## config.mk

```make
export PLATFORM = sky130hd
export DESIGN_NAME = keypad_matrix_scan
export DESIGN_NICKNAME = d
export VERILOG_FILES = /design/src/rtl/nap_keypad_pkg.sv /design/src/rtl/keypad_frame_debounce.sv /design/src/rtl/keypad_matrix_scan.sv
export SDC_FILE = /design/constraint.sdc
export NUM_CORES = 1
export LEC_CHECK = 0
export ABC_AREA = 1
export ABC_CLOCK_PERIOD_IN_PS = 7500
export BUFFER_PORTS_ARGS = -buffer_cell sky130_fd_sc_hd__buf_2
export CELL_PAD_IN_SITES_DETAIL_PLACEMENT = 2
export CELL_PAD_IN_SITES_GLOBAL_PLACEMENT = 2
export CORE_MARGIN = 1
export CORE_UTILIZATION = 37
export CTS_CLUSTER_DIAMETER = 30
export DETAILED_ROUTE_END_ITERATION = 8
export PLACE_DENSITY = 0.87
export SETUP_SLACK_MARGIN = 0.5
export SYNTH_ARGS = -nofsm -noshare
export SYNTH_HDL_FRONTEND = slang
export SYNTH_SLANG_ARGS = --single-unit
export TNS_END_PERCENT = 10
```

## constraint.sdc

```tcl
create_clock -name clock -period 7.5 [get_ports clock]
set_input_delay 1.5 -clock clock [delete_from_list [all_inputs] [get_ports clock]]
set_output_delay 1.5 -clock clock [all_outputs]
set_load 0.01 [all_outputs]
```

## src/rtl/nap_keypad_pkg.sv

```systemverilog
// Shared constants for the keypad matrix scanner: key codes, column strobes and frame-bit map.
package nap_keypad_pkg;

  localparam logic [3:0] KEY_NONE  = 4'd15;
  localparam logic [3:0] KEY_STAR  = 4'd10;
  localparam logic [3:0] KEY_SHARP = 4'd11;

  localparam int unsigned NUM_KEYS = 12;

  localparam logic [2:0] COL0_N = 3'b110;
  localparam logic [2:0] COL1_N = 3'b101;
  localparam logic [2:0] COL2_N = 3'b011;

  // Frame bit index is col*4 + row.
  function automatic logic [3:0] key_of_bit(input logic [3:0] idx);
    logic [3:0] code;
    case (idx)
      4'd0:    code = 4'd1;
      4'd1:    code = 4'd4;
      4'd2:    code = 4'd7;
      4'd3:    code = KEY_STAR;
      4'd4:    code = 4'd2;
      4'd5:    code = 4'd5;
      4'd6:    code = 4'd8;
      4'd7:    code = 4'd0;
      4'd8:    code = 4'd3;
      4'd9:    code = 4'd6;
      4'd10:   code = 4'd9;
      4'd11:   code = KEY_SHARP;
      default: code = KEY_NONE;
    endcase
    return code;
  endfunction

  function automatic logic [2:0] col_strobe(input logic [1:0] col);
    logic [2:0] strobe;
    case (col)
      2'd1:    strobe = COL1_N;
      2'd2:    strobe = COL2_N;
      default: strobe = COL0_N;
    endcase
    return strobe;
  endfunction

endpackage

```

## src/rtl/keypad_frame_debounce.sv

```systemverilog
// Commits a full-scan key frame once it has repeated unchanged for DEB_FRAMES further frames.
module keypad_frame_debounce #(
  parameter int unsigned DEB_FRAMES = 3
) (
  input  logic        clock,
  input  logic        reset,
  input  logic [11:0] frame,
  input  logic        frame_done,
  output logic [11:0] committed,
  output logic        commit
);

  localparam int unsigned CW = $clog2(DEB_FRAMES + 1);
  localparam logic [CW-1:0] CNT_MAX = CW'(DEB_FRAMES);

  logic [11:0]   prev_q;
  logic [11:0]   committed_q;
  logic [CW-1:0] stable_cnt_q, stable_cnt_d;
  logic          commit_q;
  logic          do_commit;

  always_comb begin
    stable_cnt_d = stable_cnt_q;
    if (frame_done) begin
      if (frame != prev_q) begin
        stable_cnt_d = '0;
      end else if (stable_cnt_q != CNT_MAX) begin
        stable_cnt_d = stable_cnt_q + 1'b1;
      end
    end
    do_commit = frame_done && (stable_cnt_d == CNT_MAX);
  end

  always_ff @(posedge clock or negedge reset) begin
    if (!reset) begin
      prev_q       <= '0;
      committed_q  <= '0;
      stable_cnt_q <= '0;
      commit_q     <= 1'b0;
    end else begin
      stable_cnt_q <= stable_cnt_d;
      commit_q     <= do_commit;
      if (frame_done) prev_q <= frame;
      if (do_commit) committed_q <= frame;
    end
  end

  assign committed = committed_q;
  assign commit    = commit_q;

endmodule

```

## src/rtl/keypad_matrix_scan.sv

```systemverilog
// 4x3 membrane keypad scanner: column strobing, row synchronisation, frame debounce and decode.
module keypad_matrix_scan
  import nap_keypad_pkg::*;
#(
  parameter int unsigned SCAN_DIV   = 50000,
  parameter int unsigned DEB_FRAMES = 3
) (
  input  logic       clock,
  input  logic       reset,
  output logic [2:0] col_n,
  input  logic [3:0] row_n,
  output logic [9:0] keypad,
  output logic       sharp,
  output logic       star,
  output logic [3:0] key_code,
  output logic       key_valid,
  output logic       multi_key
);

  localparam int unsigned SW = $clog2(SCAN_DIV);
  localparam logic [SW-1:0] SLOT_LAST = SW'(SCAN_DIV - 1);

  logic [3:0]    row_meta_q, row_sync_q;
  logic [SW-1:0] slot_q;
  logic [1:0]    col_q, col_d;
  logic [2:0]    col_n_q;
  logic [11:0]   frame_q, frame_d;
  logic          slot_last, frame_done;

  logic [11:0] committed;
  logic        commit;

  logic [3:0] n_keys, dec_code;
  logic [9:0] dec_keypad;

  logic [9:0] keypad_q;
  logic       sharp_q, star_q, multi_q, valid_q;
  logic [3:0] code_q;

  assign slot_last  = (slot_q == SLOT_LAST);
  assign frame_done = slot_last && (col_q == 2'd2);

  always_comb begin
    col_d   = col_q;
    frame_d = frame_q;
    if (slot_last) begin
      col_d = (col_q == 2'd2) ? 2'd0 : col_q + 2'd1;
      frame_d[{col_q, 2'b00} +: 4] = ~row_sync_q;
    end
  end

  always_ff @(posedge clock or negedge reset) begin
    if (!reset) begin
      row_meta_q <= 4'hF;
      row_sync_q <= 4'hF;
      slot_q     <= '0;
      col_q      <= 2'd0;
      col_n_q    <= COL0_N;
      frame_q    <= '0;
    end else begin
      row_meta_q <= row_n;
      row_sync_q <= row_meta_q;
      slot_q     <= slot_last ? '0 : slot_q + 1'b1;
      col_q      <= col_d;
      col_n_q    <= col_strobe(col_d);
      frame_q    <= frame_d;
    end
  end

  // frame_d carries column 2 on the completing sample, so the debouncer sees the whole frame.
  keypad_frame_debounce #(
    .DEB_FRAMES (DEB_FRAMES)
  ) u_debounce (
    .clock      (clock),
    .reset      (reset),
    .frame      (frame_d),
    .frame_done (frame_done),
    .committed  (committed),
    .commit     (commit)
  );

  // Ghost-key protection: anything other than exactly one pressed key decodes to KEY_NONE.
  always_comb begin
    n_keys   = '0;
    dec_code = KEY_NONE;
    for (int i = 0; i < NUM_KEYS; i++) begin
      if (committed[i]) begin
        n_keys   = n_keys + 4'd1;
        dec_code = key_of_bit(4'(i));
      end
    end
    if (n_keys != 4'd1) dec_code = KEY_NONE;
    dec_keypad = (dec_code < 4'd10) ? (10'd1 << dec_code) : '0;
  end

  always_ff @(posedge clock or negedge reset) begin
    if (!reset) begin
      keypad_q <= '0;
      sharp_q  <= 1'b0;
      star_q   <= 1'b0;
      multi_q  <= 1'b0;
      code_q   <= KEY_NONE;
      valid_q  <= 1'b0;
    end else begin
      valid_q <= 1'b0;
      if (commit) begin
        keypad_q <= dec_keypad;
        sharp_q  <= (dec_code == KEY_SHARP);
        star_q   <= (dec_code == KEY_STAR);
        multi_q  <= (n_keys > 4'd1);
        code_q   <= dec_code;
        valid_q  <= (dec_code != KEY_NONE) && (dec_code != code_q);
      end
    end
  end

  assign col_n     = col_n_q;
  assign keypad    = keypad_q;
  assign sharp     = sharp_q;
  assign star      = star_q;
  assign multi_key = multi_q;
  assign key_code  = code_q;
  assign key_valid = valid_q;

endmodule
```

==> results.py <==
metrics = {
    "worst_setup_path": {
        "cp_max_fo": 9,
        "cp-start-kind": "flop",
        "cpMaxStageDelayCell": "dfrtp_1",
        "cp_data_required_time_ns": 7.76,
        "critPathMaxStageDelay_ns": 0.42,
        "critPathArrivalTime_ns": 6.47,
        "crit_path_end_kind": "flop",
        "path_common_cell": "nand2_1",
        "path_class": "flop to flop",
    },
    "cts": {
        "clock_sinks": 86,
        "path_clk_slew_ns": 0.07,
        "cts.path.max_buffers": 2,
        "cts_tree": "yes",
        "cts_root_buf": "clkbuf_16",
        "post_cts_buffers": 0,
        "clk_latency_ns": 0.35,
        "htree_levels": 3,
        "cts_repair_resize_count": 0,
        "cts_hold_buffers": 0,
        "cts_buffers": 9,
    },
    "layout": {
        "fin_area_sq_mm": 0.00599,
        "utilization_pct": 42.7,
        "drive_above_1_share_pct": 15.0,
        "areaGrowthSynthToFinish_pct": 11.5,
        "nets": 761,
        "nFillCells": 1635,
        "antennaDiodeCount": 0,
    },
    "detailed_routing": {
        "vias_per_cell": 5.24,
        "ant_nets": 0,
        "drcViolationCount": 0,
        "drt-pass1-iter-count": 4,
        "drtIter0Drc": 213,
        "num_vias": 4812,
        "wire_per_inst_microns": 18.5,
        "wl_mm": 17.0,
    },
    "floorplan": {
        "fp.dieW_microns": 122,
        "start_util_pct": 38.2,
        "fp.dieH_microns": 122,
        "die_area_sq_mm": 0.0150,
        "boundaryPins": 27,
        "placementRows": 43,
        "core_area_sq_mm": 0.0140,
    },
    "placement": {
        "portBuffers": 26,
        "placed_cell_area_sq_mm": 0.00566,
        "dp_hpwl_mm": 12.3,
        "place_congestion": 0.852,
    },
    "yosys": {
        "async_reset_ff_share_pct": 100,
        "ys_warn_count": 0,
        "synthCells": 710,
        "synth-seq-cells": 86,
        "ys.flop_type": "dfrtp_1",
        "ys_types": 45,
        "synth_nets": 738,
        "seq_area_frac_synth_pct": 40.4,
        "synth_area_sq_mm": 0.00537,
        "synth.avg_cell_area_sq_um": 7.56,
        "synth_edf_count": 0,
    },
    "timing": {
        "max_freq_ghz": 0.161,
        "whs_ns": 0.352,
        "worstMarginPinSlew_ns": 1.10,
        "final-setup-viol-count": 0,
        "drv_slew": 0,
        "skew_ns": 0.0147,
        "grt_setup_unrepaired": "false",
        "slew_headroom_pct": 26.9,
        "setup_tns_ns": 0,
        "period_share_pct": 82.8,
        "finalHoldViolations": 0,
        "min_period_ns": 6.21,
    },
    "power_and_ir_drop": {
        "power_density_mw_per_mm2": 164,
        "p_leak_nw": 3.10,
        "peakVddDrop_uv": 167,
    },
    "global_route": {
        "grt-ovfl-total": 0,
        "grt_max_degree": 87,
        "grt_pass1_wl_mm": 28.2,
        "grtUsageTotal_pct": 24.5,
        "first_global_vias": 5489,
        "antenna_found_initial": 0,
    },
    "job": {
        "timing.max_cap.violations": 0,
    },
    "min_path": {
        "hold_path.class": "flop to flop",
    },
    "outcome": {
        "run_status": "complete, no violations",
    },
}
path summary, 6_finish.rpt:
path	startpoint	to	slack (ns)	depth (start not counted)
max in group asynchronous	reset	frame_q[7]$_DFF_PN0_	5.42	1
worst min-delay path	row_meta_q[0]$_DFF_PN1_	row_sync_q[0]$_DFF_PN1_	0.35	0
worst max register to register	u_debounce.committed[0]$_DFFE_PN0P_	star$_DFFE_PN0P_	1.29	37
worst max-delay path	u_debounce.committed[0]$_DFFE_PN0P_	star$_DFFE_PN0P_	1.29	37
worst min register to register	row_meta_q[0]$_DFF_PN1_	row_sync_q[0]$_DFF_PN1_	0.35	0
min in group asynchronous	reset	frame_q[11]$_DFF_PN0_	1.34	1
state kept, by name, indices dropped and copies added, names as in the netlist:
register	flops
col_n	3
row_meta_q	4
u_debounce.commit	1
multi_key	1
u_debounce.stable_cnt_q	2
u_debounce.prev_q	12
u_debounce.committed	12
slot_q	16
keypad	10
key_code	4
star	1
col_q	2
row_sync_q	4
key_valid	1
sharp	1
frame_q	12
cells in the final DEF, fill, tap and decap left out, types with 4 or more instances in the layout:
cell	instances
nand3_1	74
a21oi_1	11
nand3b_1	5
xnor2_1	4
nor4_1	4
nand3_4	6
nand3_2	10
nor2_1	44
nand2_1	193
nand2_2	17
xor2_1	9
dfstp_2	14
o21ai_0	48
buf_2	25
nor3_1	6
or2_2	4
ha_1	22
nand2_4	5
inv_1	105
clkbuf_16	9
dfrtp_1	72
nand4_1	8
o21ai_1	5
metrics by stage:
step                cells  power, mW  setup slack (ns)
floorplan             710      0.477              2.25
global placement      902      0.488              1.82
detailed placement    902      0.489              1.32
CTS                   918      0.989              1.22
global route          918       1.00             0.659
finish                918      0.981              1.29
cell type report:
class | instances | area [sq um] | area share [%]
Sequential cell | 86 | 2170 | 36.2
Clock inverter | 6 | 90.1 | 1.50
Clock buffer | 10 | 239 | 3.99
Inverter | 112 | 423 | 7.06
Multi-Input combinational cell | 498 | 2710 | 45.2
Timing Repair Buffer | 26 | 133 | 2.21
Tap cell | 180 | 225 | 3.76
cells in the mapped netlist, types with 4 or more instances:
| master | count | area share, % |
|---|---|---|
| a21oi_1 | 11 | 1.0 |
| or2_2 | 4 | 0.47 |
| nand3_1 | 74 | 6.9 |
| o21ai_1 | 5 | 0.47 |
| nor4_1 | 4 | 0.47 |
| nor3_1 | 6 | 0.56 |
| ha_1 | 22 | 5.1 |
| clkbuf_1 | 9 | 0.63 |
| nand2_2 | 17 | 2.0 |
| nand3b_1 | 5 | 0.70 |
| inv_1 | 105 | 7.3 |
| nand2_1 | 193 | 13 |
| xnor2_1 | 4 | 0.65 |
| xor2_1 | 9 | 1.5 |
| nand3_4 | 6 | 2.0 |
| o21ai_0 | 48 | 4.5 |
| dfrtp_1 | 72 | 34 |
| nand2_4 | 5 | 1.0 |
| nand3_2 | 10 | 1.9 |
| dfstp_2 | 14 | 6.8 |
| nand4_1 | 8 | 0.93 |
| nor2_1 | 44 | 3.1 |
critical path: cells and delay by family, from the launching register on:
kind,cells,cell delay [ns]
AND/OR/NAND/NOR,25,2.84
flip-flops,1,0.42
buffers and inverters,4,0.36
adder cells (fa/ha/maj),5,1.56
AO/OA/AOI/OAI,3,0.91
metal layers:
| metal | global-route usage, % | share of wire [%] | vias to the layer above |
|---|---|---|---|
| li1 | - | - | 2299 |
| met1 | 27.6 | 42 | 2440 |
| met2 | 46.9 | 55 | 50 |
| met3 | 3.39 | 1.6 | 23 |
| met4 | 8.08 | 1.9 | 0 |
| met5 | 0 | 0 | - |
logic make-up after synthesis:
kind of cell               share of synthesized area [%]
AOI/OAI and AO/OA                                   7.74
xor gates and xnor gates                            2.12
adders and majority gates                           5.13
buffers and inverters                               9.13
DFF                                                 40.4
and+or+nand+nor                                     35.5
report_power, final:
group          internal [mW]  leakage [nW]  total [mW]  switching, mW
Clock                  0.303         0.159       0.501          0.198
Combinational        0.00133          1.81      0.0105        0.00912
Sequential             0.468          1.14       0.469        0.00132
Power figures use the tool's default switching activity.
